<file path="config.mk">
export PLATFORM = sky130hd
export DESIGN_NAME = mem_access_arbiter
export DESIGN_NICKNAME = d
export VERILOG_FILES = /design/src/rtl/mem_access_arbiter.sv
export SDC_FILE = /design/constraint.sdc
export NUM_CORES = 1
export LEC_CHECK = 0
export BUFFER_PORTS_ARGS = -buffer_cell sky130_fd_sc_hd__buf_4
export CAP_MARGIN = 20
export CORE_MARGIN = 2
export CORE_UTILIZATION = 35
export CTS_CLUSTER_DIAMETER = 50
export DETAILED_ROUTE_END_ITERATION = 10
export PLACE_DENSITY = 0.67
export SLEW_MARGIN = 0
export SYNTH_ARGS = -nofsm -noshare
export SYNTH_HDL_FRONTEND = slang
export SYNTH_SLANG_ARGS = --single-unit
</file>
<file path="constraint.sdc">
create_clock -name clk -period 1.4 [get_ports clk]
set_input_delay 0.14 -clock clk [delete_from_list [all_inputs] [get_ports clk]]
set_output_delay 0.14 -clock clk [all_outputs]
set_load 0.01 [all_outputs]
</file>
<file path="src/rtl/mem_access_arbiter.sv">
// mem_access_arbiter: two-requester round-robin memory arbiter with
// virtual-to-physical translation of a data region and a stack region.
//
// Ports:
//   clk, rst              clock, synchronous active-high reset
//   r0_* / r1_*           requester ports (req, we, vaddr, wdata, ack)
//   rdata, fault          result of the last completed access
//   mem_en, mem_we        memory strobes (only in ACCESS, never on fault)
//   mem_addr, mem_wdata   physical word address and write data
//   mem_rdata             combinational read data from mem_addr
//   gnt0_cnt, gnt1_cnt,   saturating grant/fault counters, present only
//   fault_cnt             when MEM_ARB_STATS_EN is defined
//
// Build option: define MEM_ARB_STATS_EN to add the statistics counters.

module mem_access_arbiter (
    input  logic        clk,
    input  logic        rst,
    input  logic        r0_req,
    input  logic        r0_we,
    input  logic [31:0] r0_vaddr,
    input  logic [31:0] r0_wdata,
    output logic        r0_ack,
    input  logic        r1_req,
    input  logic        r1_we,
    input  logic [31:0] r1_vaddr,
    input  logic [31:0] r1_wdata,
    output logic        r1_ack,
    output logic [31:0] rdata,
    output logic        fault,
    output logic        mem_en,
    output logic        mem_we,
    output logic [10:0] mem_addr,
    output logic [31:0] mem_wdata,
    input  logic [31:0] mem_rdata
`ifdef MEM_ARB_STATS_EN
    ,
    output logic [15:0] gnt0_cnt,
    output logic [15:0] gnt1_cnt,
    output logic [15:0] fault_cnt
`endif
);

    localparam logic [1:0] S_IDLE   = 2'd0;
    localparam logic [1:0] S_ACCESS = 2'd1;
    localparam logic [1:0] S_RESP   = 2'd2;

    logic [1:0]  r_state;
    logic        r_last_gnt1;  // 1: requester 1 owned the previous grant
    logic        r_gnt1;
    logic        r_we;
    logic        r_xfault;
    logic [10:0] r_addr;
    logic [31:0] r_wdata;
    logic [31:0] r_rdata;
    logic        r_fault;

    logic        w_any;
    logic        w_gnt1;
    logic        w_we;
    logic [31:0] w_vaddr;
    logic [31:0] w_wdata;
    logic        w_in_data;
    logic        w_in_stack;
    logic        w_xfault;
    logic [10:0] w_xaddr;
    logic        w_access;
    logic        w_resp;

    // Tie goes to whoever did not win last; a lone requester always wins.
    assign w_any   = r0_req | r1_req;
    assign w_gnt1  = r1_req & (~r0_req | ~r_last_gnt1);
    assign w_we    = w_gnt1 ? r1_we    : r0_we;
    assign w_vaddr = w_gnt1 ? r1_vaddr : r0_vaddr;
    assign w_wdata = w_gnt1 ? r1_wdata : r0_wdata;

    // Both regions are 4 KiB aligned, so a page-number compare suffices;
    // the stack region lands in the upper half of the physical words.
    assign w_in_data  = (w_vaddr[31:12] == 20'h10010);
    assign w_in_stack = (w_vaddr[31:12] == 20'h7FFFE);
    assign w_xfault   = ~(w_in_data | w_in_stack) | (w_vaddr[1:0] != 2'b00);
    assign w_xaddr    = {w_in_stack, w_vaddr[11:2]};

    assign w_access = (r_state == S_ACCESS) & ~r_xfault;
    assign w_resp   = (r_state == S_RESP);

    assign mem_en    = w_access;
    assign mem_we    = w_access & r_we;
    assign mem_addr  = w_access ? r_addr : 11'd0;
    assign mem_wdata = (w_access & r_we) ? r_wdata : 32'd0;

    assign r0_ack = w_resp & ~r_gnt1;
    assign r1_ack = w_resp & r_gnt1;
    assign rdata  = r_rdata;
    assign fault  = r_fault;

    always_ff @(posedge clk) begin
        if (rst) begin
            r_state     <= S_IDLE;
            r_last_gnt1 <= 1'b1;
            r_gnt1      <= 1'b0;
            r_we        <= 1'b0;
            r_xfault    <= 1'b0;
            r_addr      <= 11'd0;
            r_wdata     <= 32'd0;
            r_rdata     <= 32'd0;
            r_fault     <= 1'b0;
        end else begin
            case (r_state)
                S_IDLE: begin
                    if (w_any) begin
                        r_gnt1      <= w_gnt1;
                        r_last_gnt1 <= w_gnt1;
                        r_we        <= w_we;
                        r_xfault    <= w_xfault;
                        r_addr      <= w_xaddr;
                        r_wdata     <= w_wdata;
                        r_state     <= S_ACCESS;
                    end
                end
                S_ACCESS: begin
                    r_rdata <= (r_we | r_xfault) ? 32'd0 : mem_rdata;
                    r_fault <= r_xfault;
                    r_state <= S_RESP;
                end
                S_RESP: begin
                    r_state <= S_IDLE;
                end
                default: begin
                    r_state <= S_IDLE;
                end
            endcase
        end
    end

`ifdef MEM_ARB_STATS_EN
    logic [15:0] r_gnt0_cnt;
    logic [15:0] r_gnt1_cnt;
    logic [15:0] r_fault_cnt;

    always_ff @(posedge clk) begin
        if (rst) begin
            r_gnt0_cnt  <= 16'd0;
            r_gnt1_cnt  <= 16'd0;
            r_fault_cnt <= 16'd0;
        end else if (w_resp) begin
            if (!r_gnt1 && r_gnt0_cnt != 16'hFFFF)
                r_gnt0_cnt <= r_gnt0_cnt + 16'd1;
            if (r_gnt1 && r_gnt1_cnt != 16'hFFFF)
                r_gnt1_cnt <= r_gnt1_cnt + 16'd1;
            if (r_fault && r_fault_cnt != 16'hFFFF)
                r_fault_cnt <= r_fault_cnt + 16'd1;
        end
    end

    assign gnt0_cnt  = r_gnt0_cnt;
    assign gnt1_cnt  = r_gnt1_cnt;
    assign fault_cnt = r_fault_cnt;
`endif

endmodule

</file>
* Word-level counts from Yosys, hierarchy flattened
Cells that the tools add are included.
** Cells by class
- Bitwise logic cells :: 15
- Equality and inequality tests :: 5
- Muxes and demuxes :: 8
- Reductions and logical operators :: 3
** Operator list (number)
- $mux W32 :: 4
- $eq A20 B17 Y1 const B :: 1
- $eq A20 B19 Y1 const B :: 1
- $mux W11 :: 1
- $and A1 B1 Y1 :: 5
- $not A1 Y1 :: 5
- $or A1 B1 Y1 :: 5
- $pmux W2 S2 :: 1
- $eq A2 B1 Y1 const B :: 1
- $eq A2 B2 Y1 const B :: 1
- $logic_not A2 Y1 :: 1
- $mux W2 :: 1
- $ne A2 B2 Y1 const B :: 1
- $reduce_and A2 Y1 :: 1
- $reduce_bool A2 Y1 :: 1
- $mux W1 :: 1
** Storage, ports and cells
- Flip-flop bits (word level) :: 82
- Logic and storage cells :: 40
- Output and inout bits :: 80
- Input bits :: 166

* Logic depth before layout (Yosys ltp)
- Depth in word-level cells :: 8
- Depth in mapped cells :: 7
- Gate-level depth less buffers :: 5

* Least setup slack after synthesis
OpenSTA, ideal clock, no wires.
- Path type :: register -> output
- From :: register r_state[1]
- To :: output mem_wdata[10]
- Setup slack :: 0.087 ns
- Path buffers :: 2
- Stages on the path, launching flop included :: 6
- Arrival :: 1.173 ns
- Required time :: 1.260 ns
- Cell sequence :: dfxtp_1 -> nand2b_1 -> buf_2 -> nor2_4 -> clkbuf_1 -> and3_1
** On the way
- Word-level cells in the longest chain between the ends :: 4
** Ends and longest elaborated chain
- from (decl) :: RTL line 48 : logic [1:0] r_state;
- from (signal assigned) :: RTL line 99 : r_state <= S_IDLE;
- from (signal assigned) :: RTL line 118 : r_state <= S_ACCESS;
- from (signal assigned) :: RTL line 124 : r_state <= S_RESP;
- $eq A2 B1 Y1 :: RTL line 84 : assign w_access = (r_state == S_ACCESS) & ~r_xfault;
- $and A1 B1 Y1 :: RTL line 84
- $and A1 B1 Y1 :: RTL line 90 : assign mem_wdata = (w_access & r_we) ? r_wdata : 32'd0;
- $mux W32 :: RTL line 90
- to (decl) :: RTL line 34 : output logic [31:0] mem_wdata,
Every way passes these cells.

* Worst setup path in the final report
- From :: register r_state[1]
- To :: output mem_wdata[26]
The elaborated chain is that of the path after synthesis.

==> results <==
- Sorting the synthesized cells by area gives the leading types as sky130_fd_sc_hd__dfxtp_1 43%, sky130_fd_sc_hd__nand2_1 9.1%, sky130_fd_sc_hd__a311oi_1 8.5%.
- The sequential fraction of design power is 0.446.
- The fraction of synthesized cell area taken by the top area cell type is 0.431.
- The synthesized design spends more area on one cell type than any other, namely sky130_fd_sc_hd__dfxtp_1.
- The combinational group share of total power is 0.296.
- Data arrives at the worst endpoint at between 1.5 and 2 ns.
- The post-synthesis async set-or-reset flop share is 0.
- The checks that failed: setup timing.
- The number of hold violations in the final report is 0.
- Setup repair after global routing could not meet its margin everywhere.
- The count of buffers added on input and output ports is 245.
- Across all setup checks in the final design, the least slack found is -0.280 ns.
- In the layout the commonest cells are 253 x sky130_fd_sc_hd__buf_4, 92 x sky130_fd_sc_hd__nand2_1, 81 x sky130_fd_sc_hd__nor2_1.
- Setup violations remaining at the end of the flow were counted as 82.
- The total overflow reported by the global router is 0.
- With fillers left out, the area of the finished cells amounts to approximately 6500 um^2.
- Setup total negative slack on the finished layout was measured at -10.80 ns.
- The number of antenna diodes in the final layout is 0.
- The top-level I/O count is around 250.
- The first global-routing pass estimated about 20,000 um of wire.
- The count of placed standard cells including taps is between 800 and 900.
- After synthesis, the mean cell area works out to between 8 and 9 um^2.
- The clock tree synthesis step divided the H-tree into 3 levels.
- The analysis attributes to cell leakage a power of ~3 nW.
- The part of the total power dissipated in the clock network is 0.258.
- The clock tree from TritonCTS is yes.
- The die covers between 10,000 and 15,000 um^2.
- The HPWL after detailed placement is between 9000 and 10,000 um.
- Buffers inserted to repair hold after CTS numbered 0.
- Dividing the detail-routed via count by the number of cells gives between 5 and 6.
- After the last flow step, the layout net total stands at 880.
- The clock arrives with roughly 0.011 ns of skew.
- The timing-limited maximum frequency is approximately 600 MHz.
- Dividing the detail-routed wire length by the instance count gives about 17 um.
- After the flow finishes, the layout carries non-filler instances totaling 859.
- The count of nets left with antenna violations once routing finished came out at 0.
- The delay of the slowest cell on the worst path is 0.33 ns.
- The Yosys warning count is 0.
- When the netlist entered floorplanning its net count stood at 626.
- The slowest stage cell on the critical path is sky130_fd_sc_hd__dfxtp_2.
- From synthesis to final layout, the design area changed by 71.1%.
- The number of global-route vias before repair is roughly 4,100.
- The worst hold path belongs to the class in -> reg.
- The critical path goes through nand2b_4, nor2_4, buf_12, clkbuf_16, and3_4, buf_6.
- The headroom to the max-slew limit is 0.724.
- The fraction of layout cells with a size suffix above 1 is 0.455.
- The net switching power figure is about 1.7 mW.
- After detailed routing, the number of remaining DRC violations is 0.
- The first-pass iteration count of the detailed router is 4.
- After the first detailed-routing iteration, the DRC count stood at approximately 220.
- The number of antenna violations at the first check in global routing came to 0.
- The clock transition at the registers of the reported paths is approximately 0.08 ns.
- The effective utilization at floorplan is 0.354.
- Routability-driven placement finished with a final weighted congestion of between 0.8 and 0.9.
- The internal power contribution is between 4 and 5 mW.
- The number of placement rows is 38.
- Summing all placed instances gives a cell area of 5830 um^2.
- The endpoint kind of the worst setup timing path is an output pin.
- The via count of the routed design is roughly 4,400.
- The final wirelength is 14,600 um.
- Synthesis produced a netlist whose cell count is 460.
- The slew at the pin closest to its max-slew limit is about 0.41 ns.
- IR analysis of the VDD net gives a maximum drop of between 400 and 500 uV.
- The kind of critical path is reg -> out.
- At the later pin of the worst-skew pair, clock insertion delay measures ~0.34 ns.
- Counting flops with a built-in enable in the synthesized netlist gives 0.
- Clock tree synthesis selected as its root buffer the cell sky130_fd_sc_hd__clkbuf_8.
- The maximum fanout count along the critical path is 5.
- For this run, the register share of the synthesized area comes to 0.431.
- The worst path in the final design needs a cycle of around 1.7 ns, including I/O delays and setup.
- For this run, the total global-route usage over all layers was measured as 0.221.
- The number of max-cap violations is 0.
- The die is 108 um tall.
- Buffers inserted during clock tree synthesis total 9.
- The worst setup path is launched from a flip-flop.
- The power density of the placed cells is slightly above 900 nW/um^2.
- The number of buffers on the longest clock path is 2.
- Leaving out fill and tap cells, the most frequent cell in the layout is sky130_fd_sc_hd__buf_4.
- Summing every instance area after synthesis gives 3810 um^2.
- The core footprint is 10,700 um^2.
- In the finished design, the share of the clock period the worst path needs comes to 1.20.
- The max-slew violation count is 0.
- The overall die width is approximately 110 um.
- The flow ran to the end, but the final reports show violations.
- The switching share of total power is 0.294.
- Clock tree synthesis found a total of 82 sinks.
- Prior to clock tree synthesis, the placed netlist has a worst setup slack of -0.00756 ns.
- The flip-flop and latch count after synthesis is around 80.
- The pin count of the biggest net entering global routing is 44.
- The post-synthesis cell type count is 38.
- At the worst endpoint, the required time is 1.26 ns.
- The most used flip-flop cell after synthesis is sky130_fd_sc_hd__dfxtp_1.
[cell type report]
cell class	count	area (um^2)
well taps	140	175
repair buffers	285	2530
clock buffers	11	141
multi-input cells	336	1990
flip-flops and latches	82	1650
fillers	1005	4230
clock inverters	5	30.0
[sequential cells by signal, indices dropped and copies added, names as in the netlist]
register,count
fault,1
rdata,32
r_xfault,1
r_gnt1,1
r_state,2
r_we,1
r_last_gnt1,1
r_addr,11
r_wdata,32
[stage by stage]
stage	hold WS [ns]	total power, mW	utilization
CTS	0.0145	5.77	0.574
global route	0.0200	6.26	0.606
detailed placement	0.386	4.10	0.543
floorplan	0.288	3.39	-
finish	0.0282	5.93	0.606
global placement	0.380	4.07	0.543
[metal layers]
metal	global-route usage	vias up	wire, um
li1	-	2151	-
met1	0.278	2080	6110
met2	0.373	182	7140
met3	0.0567	11	1200
met4	0.0678	0	123
met5	0	-	0
[worst paths after layout]
kind	endpoint	depth (start not counted)	from	slack, ns
setup reg to reg	r_wdata[21]	7	r_state[1]	-0.12
setup / recovery	mem_wdata[26]	6	r_state[1]	-0.28
hold / removal	rdata[7]	3	mem_rdata[7]	0.03
hold reg to reg	r_wdata[17]	2	r_wdata[17]	0.49
[synth_stat cells (2+ instances only)]
cell                       instances
sky130_fd_sc_hd__a21oi_1           2
sky130_fd_sc_hd__a22oi_1          32
sky130_fd_sc_hd__a311oi_1         37
sky130_fd_sc_hd__a311oi_2          6
sky130_fd_sc_hd__and2_1           12
sky130_fd_sc_hd__and3_1           32
sky130_fd_sc_hd__buf_2            14
sky130_fd_sc_hd__buf_6             2
sky130_fd_sc_hd__buf_8             4
sky130_fd_sc_hd__clkbuf_1         19
sky130_fd_sc_hd__dfxtp_1          82
sky130_fd_sc_hd__nand2_1          92
sky130_fd_sc_hd__nand4_1           8
sky130_fd_sc_hd__nor2_1           82
sky130_fd_sc_hd__nor3_1            3
sky130_fd_sc_hd__nor4_1           10
sky130_fd_sc_hd__o21ai_0           2
[power by group through the flow]
| stage | logic, mW | registers, mW | clock network (mW) |
|---|---|---|---|
| final | 1.75 | 2.64 | 1.53 |
| after detailed placement | 1.41 | 2.69 | 0 |
| after global placement | 1.38 | 2.68 | 0 |
| after floorplan | 0.692 | 2.70 | 0 |
| after CTS | 1.54 | 2.64 | 1.59 |
| after global routing | 1.89 | 2.67 | 1.69 |
[kinds of logic (layout without fill, tap and decap cells)]
logic type	count (synthesis)	count (layout)	share of synthesized area
and+or+nand+nor	249	249	0.305
buffers and inverters	42	301	0.0654
muxes	1	1	0.00263
DFF	82	82	0.431
AOI/OAI and AO/OA	86	86	0.196
[critical path, delay by kind of cell, from the launching register on]
kind,cells,cell delay [ns]
DFF,1,0.33
and+or+nand+nor,3,0.48
buffers and inverters,3,0.40
[what timing repair did]
item	4_1_cts	5_1_grt
endpoints found under the hold margin	0	0
setup endpoints to repair	47	93
setup buffers	2	8
pin swaps	2	13
resized for setup	12	17
cloned	4	7
(Power assumes the default switching activity.)
